--- src/rtl/prog_truth_table_if.sv ---
`default_nettype none
// ============================================================================
// Module      : prog_truth_table_if
// Description : Evaluation stream and serial table-load signals of
//               prog_truth_table, bundled with master/slave views.
// Revision    : 1.0 - initial release
// ============================================================================
interface prog_truth_table_if #(
    parameter int N_IN = 4
);
    logic            in_valid;
    logic            in_ready;
    logic [N_IN-1:0] in_vec;
    logic            out_valid;
    logic            out_ready;
    logic            out_bit;
    logic [N_IN-1:0] out_vec;
    logic            cfg_start;
    logic            cfg_abort;
    logic            cfg_valid;
    logic            cfg_ready;
    logic            cfg_bit;
    logic            cfg_busy;
    logic            cfg_done;

    modport master (
        output in_valid, in_vec, out_ready,
        output cfg_start, cfg_abort, cfg_valid, cfg_bit,
        input  in_ready, out_valid, out_bit, out_vec,
        input  cfg_ready, cfg_busy, cfg_done
    );

    modport slave (
        input  in_valid, in_vec, out_ready,
        input  cfg_start, cfg_abort, cfg_valid, cfg_bit,
        output in_ready, out_valid, out_bit, out_vec,
        output cfg_ready, cfg_busy, cfg_done
    );
endinterface
`default_nettype wire

--- src/rtl/prog_truth_table.sv ---
`default_nettype none
// ============================================================================
// Module      : prog_truth_table
// Description : Runtime-programmable N_IN-input truth-table evaluator with a
//               serially loaded shadow table committed atomically.
// Revision    : 1.0 - initial release
// ============================================================================
module prog_truth_table #(
    parameter int                      N_IN = 4,
    parameter logic [(1<<N_IN)-1:0]    INIT = 16'h6300
) (
    input  wire logic          clk,
    input  wire logic          rst_n,
    prog_truth_table_if.slave  bus
);
    localparam int              c_DEPTH = 1 << N_IN;
    localparam logic [N_IN:0]   c_LAST  = (N_IN+1)'(c_DEPTH - 1);

    localparam logic [1:0] c_RUN   = 2'd0;
    localparam logic [1:0] c_DRAIN = 2'd1;
    localparam logic [1:0] c_LOAD  = 2'd2;

    logic [1:0]         r_state;
    logic [c_DEPTH-1:0] r_table;
    logic [c_DEPTH-1:0] r_shadow;
    logic [N_IN:0]      r_cnt;
    logic               r_out_valid;
    logic               r_out_bit;
    logic [N_IN-1:0]    r_out_vec;
    logic               r_cfg_done;

    logic               w_out_free;
    logic               w_in_ready;
    logic               w_accept;
    logic [c_DEPTH-1:0] w_merged;

    assign w_out_free = !r_out_valid || bus.out_ready;
    // A start request blocks intake so the load never races a new result.
    assign w_in_ready = (r_state == c_RUN) && !bus.cfg_start && w_out_free;
    assign w_accept   = bus.in_valid && w_in_ready;

    always_comb begin
        w_merged = r_shadow;
        w_merged[r_cnt[N_IN-1:0]] = bus.cfg_bit;
    end

    always_ff @(posedge clk) begin
        if (!rst_n) begin
            r_state     <= c_RUN;
            r_table     <= INIT;
            r_shadow    <= '0;
            r_cnt       <= '0;
            r_out_valid <= 1'b0;
            r_out_bit   <= 1'b0;
            r_out_vec   <= '0;
            r_cfg_done  <= 1'b0;
        end else begin
            r_cfg_done <= 1'b0;

            if (w_accept) begin
                r_out_bit   <= r_table[bus.in_vec];
                r_out_vec   <= bus.in_vec;
                r_out_valid <= 1'b1;
            end else if (bus.out_ready) begin
                r_out_valid <= 1'b0;
            end

            case (r_state)
                c_RUN: begin
                    if (bus.cfg_start) begin
                        if (w_out_free) begin
                            r_state <= c_LOAD;
                            r_cnt   <= '0;
                        end else begin
                            r_state <= c_DRAIN;
                        end
                    end
                end
                c_DRAIN: begin
                    if (bus.cfg_abort) begin
                        r_state  <= c_RUN;
                        r_shadow <= '0;
                        r_cnt    <= '0;
                    end else if (w_out_free) begin
                        r_state <= c_LOAD;
                        r_cnt   <= '0;
                    end
                end
                c_LOAD: begin
                    if (bus.cfg_abort) begin
                        r_state  <= c_RUN;
                        r_shadow <= '0;
                        r_cnt    <= '0;
                    end else if (bus.cfg_valid) begin
                        r_shadow[r_cnt[N_IN-1:0]] <= bus.cfg_bit;
                        r_cnt                     <= r_cnt + 1'b1;
                        // Final beat: commit with the last bit merged in.
                        if (r_cnt == c_LAST) begin
                            r_table    <= w_merged;
                            r_shadow   <= '0;
                            r_cnt      <= '0;
                            r_cfg_done <= 1'b1;
                            r_state    <= c_RUN;
                        end
                    end
                end
                default: r_state <= c_RUN;
            endcase
        end
    end

    assign bus.in_ready  = w_in_ready;
    assign bus.out_valid = r_out_valid;
    assign bus.out_bit   = r_out_bit;
    assign bus.out_vec   = r_out_vec;
    assign bus.cfg_ready = (r_state == c_LOAD);
    assign bus.cfg_busy  = (r_state == c_LOAD);
    assign bus.cfg_done  = r_cfg_done;
endmodule
`default_nettype wire

--- src/flat_wrapper.sv ---
// flat-port wrapper written by rule: the top's interface ports become plain ports
module prog_truth_table_flat 
#(
    parameter int                      N_IN = 4,
    parameter logic [(1<<N_IN)-1:0]    INIT = 16'h6300
)
  (clk, rst_n, bus_in_valid, bus_in_vec, bus_out_ready, bus_cfg_start, bus_cfg_abort, bus_cfg_valid, bus_cfg_bit, bus_in_ready, bus_out_valid, bus_out_bit, bus_out_vec, bus_cfg_ready, bus_cfg_busy, bus_cfg_done);
  prog_truth_table_if #(.N_IN(N_IN)) bus_i ();
  input  wire logic clk;
  input  wire logic rst_n;
  input wire logic [$bits(bus_i.in_valid)-1:0] bus_in_valid;
  input wire logic [$bits(bus_i.in_vec)-1:0] bus_in_vec;
  input wire logic [$bits(bus_i.out_ready)-1:0] bus_out_ready;
  input wire logic [$bits(bus_i.cfg_start)-1:0] bus_cfg_start;
  input wire logic [$bits(bus_i.cfg_abort)-1:0] bus_cfg_abort;
  input wire logic [$bits(bus_i.cfg_valid)-1:0] bus_cfg_valid;
  input wire logic [$bits(bus_i.cfg_bit)-1:0] bus_cfg_bit;
  output wire logic [$bits(bus_i.in_ready)-1:0] bus_in_ready;
  output wire logic [$bits(bus_i.out_valid)-1:0] bus_out_valid;
  output wire logic [$bits(bus_i.out_bit)-1:0] bus_out_bit;
  output wire logic [$bits(bus_i.out_vec)-1:0] bus_out_vec;
  output wire logic [$bits(bus_i.cfg_ready)-1:0] bus_cfg_ready;
  output wire logic [$bits(bus_i.cfg_busy)-1:0] bus_cfg_busy;
  output wire logic [$bits(bus_i.cfg_done)-1:0] bus_cfg_done;
  assign bus_i.in_valid = bus_in_valid;
  assign bus_i.in_vec = bus_in_vec;
  assign bus_i.out_ready = bus_out_ready;
  assign bus_i.cfg_start = bus_cfg_start;
  assign bus_i.cfg_abort = bus_cfg_abort;
  assign bus_i.cfg_valid = bus_cfg_valid;
  assign bus_i.cfg_bit = bus_cfg_bit;
  assign bus_in_ready = bus_i.in_ready;
  assign bus_out_valid = bus_i.out_valid;
  assign bus_out_bit = bus_i.out_bit;
  assign bus_out_vec = bus_i.out_vec;
  assign bus_cfg_ready = bus_i.cfg_ready;
  assign bus_cfg_busy = bus_i.cfg_busy;
  assign bus_cfg_done = bus_i.cfg_done;
  prog_truth_table #(.N_IN(N_IN), .INIT(INIT)) u_core (.clk(clk), .rst_n(rst_n), .bus(bus_i));
endmodule
--- config.mk ---
export PLATFORM = sky130hd
export DESIGN_NAME = prog_truth_table_flat
export DESIGN_NICKNAME = d
export VERILOG_FILES = /design/src/rtl/prog_truth_table_if.sv /design/src/rtl/prog_truth_table.sv /design/src/flat_wrapper.sv
export SDC_FILE = /design/constraint.sdc
export NUM_CORES = 1
export LEC_CHECK = 0
export BUFFER_PORTS_ARGS = -buffer_cell sky130_fd_sc_hd__buf_2
export CORE_MARGIN = 8
export CORE_UTILIZATION = 55
export CTS_CLUSTER_SIZE = 28
export DETAILED_ROUTE_END_ITERATION = 6
export PLACE_DENSITY = 0.78
export SYNTH_ARGS = -nofsm -noshare
export SYNTH_HDL_FRONTEND = slang
export SYNTH_SLANG_ARGS = --single-unit
--- constraint.sdc ---
create_clock -name clk -period 2.4 [get_ports clk]
set_input_delay 0.6 -clock clk [delete_from_list [all_inputs] [get_ports clk]]
set_output_delay 0.6 -clock clk [all_outputs]
set_load 0.01 [all_outputs]
==> impl_metrics.csv, run 1 <==
group,metric,value,unit
outcome,status,"completed",
setup_path,cp-start-kind,"flop",
synthesis,synth.cell_area,2350,um2
layout,final_layout_size_suffix_gt1_frac,0.210,
clock_tree,cts_buffers,5,
global_route,grt_pass1_vias,1692,
setup_path,crit_fanout,8,
power_and_ir_drop,ir_worst_vdd,0.000289,V
power_and_ir_drop,powerDensity,594,nW/um2
detailed_routing,drt_iter0_markers,163,
synthesis,yosys-top-cells-area,"dfxtp_1 (38%), mux2_2 (9.1%), nor2_1 (8.0%), a22oi_1 (4.8%), ha_1 (4.8%)",
run,max_cap_viol_count,0,
die,die_w,81.3,um
setup_path,cp_slowest_cell,"dfxtp_1",
setup_path,criticalPathCategory,"flop to primary output",
place,hpwl,3560,um
setup_path,worstSetupEndpointType,"primary output",
die,ioPinCount,22,
synthesis,ys_warn_count,0,
synthesis,synth_cell_types,39,
detailed_routing,drcViolationCount,0,
global_route,grt_max_degree,28,
place,gp_congestion,0.830,
detailed_routing,viasPerCell,5.81,
synthesis,ys_ff_latch,45,
worst_hold_path,hold_depth,2,
timing,maxClockFrequency,0.462,GHz
setup_path,required,1800,ps
synthesis,ys_seq_area_frac,0.384,
worst_hold_path,hp-start,"u_core.r_table[8]",
place,place_inst,323,
die,die_y,81.3,um
setup_path,r2r-end,"u_core.r_table[4]",
global_route,antenna_found_initial,0,
timing,fin_setup_tns,0,ps
power_and_ir_drop,p_leak,1.04,nW
synthesis,synthCells,266,
global_route,grt_pass1_wl,8070,um
place,dp_worst_setup_slack,263,ps
die,start_util,0.579,
timing,finalCritPeriodShare,0.903,
layout,utilization,0.637,
timing,post-route-min-period,2170,ps
synthesis,syn_nets,287,
setup_path,path_cells,"inv_1 -> ha_1 -> nor2b_2 -> and2_1 -> buf_2",
timing,whs,476,ps
detailed_routing,wl,4980,um
detailed_routing,ant_nets,0,
clock_tree,clock_latency,300,ps
setup_path,r2r_cells,5,
setup_path,timing.rr.start,"u_core.r_cnt[0]",
synthesis,yosysTopAreaCellShare,0.384,
timing,drv_slew,0,
detailed_routing,post_drt_wl_per_cell,15.0,um
setup_path,cp.arrival,1570,ps
place,port_buffers,21,
layout,layout_commonest_cell,"nor2_1",
die,die_area,6620,um2
timing,layout_setup_ws,234,ps
clock_tree,clk_path_buf_depth,2,
die,core.rowCount,23,
clock_tree,cts_tree,"yes",
clock_tree,htreeDepth,2,
layout,area_delta_synth_final,10.0,%
global_route,track_usage,0.152,
setup_path,cp_slowest_stage_delay,360,ps
layout,antennaDiodeCount,0,
clock_tree,cts_setup_buffers,0,
synthesis,yosysTopAreaCell,"dfxtp_1",
layout,nets,301,
clock_tree,clkTransAtPathRegs,90,ps
synthesis,synth.avg_cell_area,8.83,um2
detailed_routing,dr.pass1.iters,5,
timing,setup_viol,0,
timing,hold_viol,0,
global_route,overflow,0,
worst_hold_path,min_to,"u_core.r_table[8]",
timing,max_slew_margin,0.605,
setup_path,r2r_slack,410,ps
layout,final_cell_mix,"nor2_1 (50), dfxtp_1 (45), buf_2 (21)",
worst_hold_path,holdCritPathClass,"flop to flop",
timing,grt_setup_unrepaired,"no",
detailed_routing,vias,1923,
layout,fin_cells,331,
clock_tree,cts-root-buf,"clkbuf_8",
timing,worst_pin_slew,591,ps
clock_tree,cts_sinks,45,
die,core_area,4060,um2
timing,skew,8.83,ps
==> layer usage <==
metal / global-route usage / vias up / routed length, um
met5: 0 / - / 0
met4: 0.0536 / 0 / 61
met3: 0.0276 / 6 / 307
met2: 0.239 / 49 / 2300
met1: 0.203 / 902 / 2310
li1: - / 966 / -
==> cells by family after synthesis <==
| logic type | count (synthesis) | share of synthesized area |
|---|---|---|
| AND/OR/NAND/NOR | 123 | 0.276 |
| adder cells (fa/ha/maj) | 9 | 0.0479 |
| multiplexers | 25 | 0.129 |
| flip-flops | 45 | 0.384 |
| AO/OA/AOI/OAI | 37 | 0.104 |
| buffers and inverters | 27 | 0.0597 |
==> cell type report <==
class,count,area (um2)
Clock buffer,5,68.8
Clock inverter,3,46.3
Fill cell,338,1470
Inverter,7,26.3
Multi-Input combinational cell,194,1320
Sequential cell,45,901
Tap cell,50,62.6
Timing Repair Buffer,27,163
==> worst max-delay path: cells and delay by family (launching register included) <==
| kind | cells | cell delay [ps] |
|---|---|---|
| adders and majority gates | 1 | 190 |
| buffers and inverters | 2 | 210 |
| and+or+nand+nor | 2 | 520 |
| DFF | 1 | 360 |
==> registers in the layout (all words and copies together) (netlist names) <==
register / flops
u_core.r_table: 16
u_core.r_state: 2
u_core.bus.out_bit: 1
u_core.r_cnt: 5
u_core.r_shadow: 15
u_core.bus.cfg_done: 1
u_core.bus.out_vec: 4
u_core.bus.out_valid: 1
==> where the power goes <==
group / total, W / internal (W) / leakage [nW] / switching, W
sequential: 0.000765 / 0.000757 / 0.363 / 0.00000788
clock: 0.000576 / 0.000312 / 0.0543 / 0.000265
combinational: 0.000193 / 0.0000729 / 0.623 / 0.000120
total: 0.00153 / 0.00114 / 1.04 / 0.000392
==> how the worst max path moves through the flow <==
stage,cells past startpoint,end,startpoint
2_1_floorplan,5,u_core.bus.out_bit,bus_out_ready
3_3_place_gp,5,u_core.bus.out_bit,bus_cfg_start
3_5_place_dp,5,u_core.bus.out_bit,bus_cfg_start
4_1_cts,5,bus_in_ready,u_core.r_state[1]
5_1_grt,5,bus_in_ready,u_core.r_state[0]
6_report,5,bus_in_ready,u_core.r_state[1]
==> cells in the mapped netlist (all sizes together) <==
cell type	n
inv	7
o21ai	6
nand2b	3
nand3	11
a22oi	15
mux2	19
nor4	1
mux4	2
and4b	1
a311oi	1
a21oi	8
o21bai	1
nor3	12
or4	4
and2	1
a41oi	1
nand4	4
nor2	50
nand3b	9
nor3b	7
a31oi	2
nor4bb	1
mux2i	4
ha	9
o41ai	2
nor2b	4
o22ai	1
dfxtp	45
or3	1
nand2	12
buf	8
clkbuf	12
and3	1
nand4b	1
==> through the flow <==
step           area (um2)  total power (W)
2_1_floorplan        2350         0.000917
3_3_place_gp         2470         0.000970
3_5_place_dp         2470         0.000973
4_1_cts              2580          0.00154
5_1_grt              2580          0.00160
6_report             2580          0.00153
==> repair_timing <==
| item | CTS | global route |
|---|---|---|
| resized for setup | 0 | 1 |
| endpoints found under the hold margin | 0 | 0 |
| hold buffers | 0 | 0 |
| endpoints found under the setup margin | 0 | 1 |
Note: power is estimated with default switching activity, not from simulation.
==> run 2: changes to the inputs <==
--- a/config.mk
+++ b/config.mk
@@ -10,2 +10,4 @@
 export CORE_UTILIZATION = 55
+export CTS_BUF_LIST = sky130_fd_sc_hd__clkbuf_16
+export CTS_CLUSTER_DIAMETER = 60
 export CTS_CLUSTER_SIZE = 28
--- a/constraint.sdc
+++ b/constraint.sdc
@@ -3,2 +3,2 @@
 set_output_delay 0.6 -clock clk [all_outputs]
-set_load 0.01 [all_outputs]
+set_load 0.05 [all_outputs]
==> run 2 against run 1 <==
Compared with the run above: sequential power is essentially flat; clock power increased by 18%; largest cell class unchanged; register-to-register slack got worse by 100 ps; final area is 1.5% higher; highest routed layer unchanged; fmax shrank 2.4%; clock skew fell by 3.6 ps; routed wire length is 0.10% lower; critical path type unchanged.
==> impl_metrics.csv, run 2 (synthesized netlist as in run 1, its figures left out) <==
group,metric,value,unit
timing,drv_slew,0,
detailed_routing,drcViolationCount,0,
global_route,antenna_found_initial,0,
setup_path,crit_fanout,4,
setup_path,cp_slowest_cell,"dfxtp_1",
setup_path,path_cells,"inv_1 -> ha_1 -> nor2b_1 -> and2_1 -> buf_2",
setup_path,cp_top_family,"simple AND/OR/NAND/NOR gates",
die,core.rowCount,23,
global_route,grt_max_degree,32,
timing,post-route-min-period,2220,ps
clock_tree,clk_path_buf_depth,2,
power_and_ir_drop,ir_worst_vdd,0.000298,V
layout,final_layout_size_suffix_gt1_frac,0.209,
layout,antennaDiodeCount,0,
setup_path,cp.arrival,1620,ps
layout,top_regs,"u_core.r_table: 16 flops, u_core.r_shadow: 15 flops, u_core.r_cnt: 5 flops",
place,port_buffers,21,
clock_tree,htreeDepth,2,
setup_path,cp_num_buf_inv,2,
power_and_ir_drop,finalPower,0.00168,W
timing,hold_viol,0,
detailed_routing,viasPerCell,5.75,
layout,final_cell_mix,"nor2_1 (50), dfxtp_1 (45), buf_2 (21)",
global_route,grt_pass1_wl,8020,um
layout,nets,302,
clock_tree,clock_latency,290,ps
setup_path,cp_slowest_stage_delay,350,ps
timing,setup_viol,0,
setup_path,worstSetupEndpointType,"primary output",
timing,fin_setup_tns,0,ps
die,ioPinCount,22,
power_and_ir_drop,switching_share,0.276,
setup_path,criticalPathCategory,"flop to primary output",
layout,utilization,0.646,
power_and_ir_drop,combPwrFrac,0.142,
timing,worst_pin_slew,1200,ps
run,max_cap_viol_count,0,
setup_path,required,1800,ps
detailed_routing,ant_nets,0,
timing,grt_setup_unrepaired,"no",
die,die_w,81.3,um
timing,maxClockFrequency,0.450,GHz
timing,whs,469,ps
setup_path,cp-start-kind,"flop",
clock_tree,cts_buffers,5,
clock_tree,cts_tree,"yes",
power_and_ir_drop,powerDensity,641,nW/um2
die,die_area,6620,um2
power_and_ir_drop,pwr-share-seq,0.455,
detailed_routing,post_drt_wl_per_cell,15.0,um
die,start_util,0.579,
clock_tree,cts_setup_buffers,0,
power_and_ir_drop,intPower,0.00122,W
detailed_routing,dr.pass1.iters,4,
layout,layout_commonest_cell,"nor2_1",
power_and_ir_drop,p_leak,1.06,nW
place,hpwl,3400,um
place,gp_congestion,0.804,
worst_hold_path,holdCritPathClass,"flop to flop",
layout,largest_reg_flops,16,
global_route,grt_pass1_vias,1697,
clock_tree,hold_buffers,0,
layout,area_delta_synth_final,11.6,%
timing,max_slew_margin,0.198,
outcome,status,"completed",
detailed_routing,wl,4980,um
clock_tree,clkTransAtPathRegs,60,ps
power_and_ir_drop,clkPwrFrac,0.403,
global_route,overflow,0,
timing,finalCritPeriodShare,0.925,
detailed_routing,drt_iter0_markers,140,
die,die_y,81.3,um
clock_tree,cts_sinks,45,
layout,top_register,"u_core.r_table",
die,core_area,4060,um2
timing,skew,5.23,ps
detailed_routing,vias,1908,
clock_tree,post_cts_resized,0,
global_route,track_usage,0.154,
power_and_ir_drop,p_switching,0.000463,W
clock_tree,cts-root-buf,"clkbuf_16",
[run 2: cell type report]
class	instances	area (um2)
repair buffers	28	170
clock buffers	5	125
multi-input cells	194	1310
inverters	7	26.3
fillers	342	1440
flip-flops and latches	45	901
clock inverters	3	22.5
well taps	50	62.6
[run 2: worst paths after layout]
check | from | to | slack [ps] | cells past startpoint
setup / recovery | u_core.r_state[1] | bus_in_ready | 180 | 5
hold / removal | u_core.r_table[13] | u_core.r_table[13] | 470 | 2
setup reg to reg | u_core.r_state[0] | u_core.r_shadow[8] | 310 | 5
hold reg to reg | u_core.r_table[13] | u_core.r_table[13] | 470 | 2
[run 2: per-stage QoR]
step	setup WS (ps)	instances	cell area, um2
finish	179	332	2620
global route	65.8	332	2620
CTS	170	332	2620
detailed placement	180	324	2470
global placement	231	324	2470
floorplan	248	266	2350
[run 2: per-layer routing]
layer  vias to the layer above  global-route usage  share of wire
met4                         0              0.0482          0.012
met2                        57               0.236           0.46
met5                         -                   0              0
met3                         6              0.0419          0.080
li1                        976                   -              -
met1                       869               0.203           0.45
[run 2: power by group through the flow]
stage | registers, W | logic, W | clock network [W]
2_1_floorplan | 0.000803 | 0.000161 | 0
4_1_cts | 0.000765 | 0.000239 | 0.000691
5_1_grt | 0.000766 | 0.000257 | 0.000728
3_5_place_dp | 0.000782 | 0.000237 | 0
6_report | 0.000765 | 0.000239 | 0.000677
3_3_place_gp | 0.000782 | 0.000235 | 0
[run 2: worst register-to-register path, cell delays in order (launching register included)]
cell and delay (ps):
dfxtp_1 380, inv_1 80, ha_1 270, o22ai_1 930, a22oi_1 230, nor2_1 140
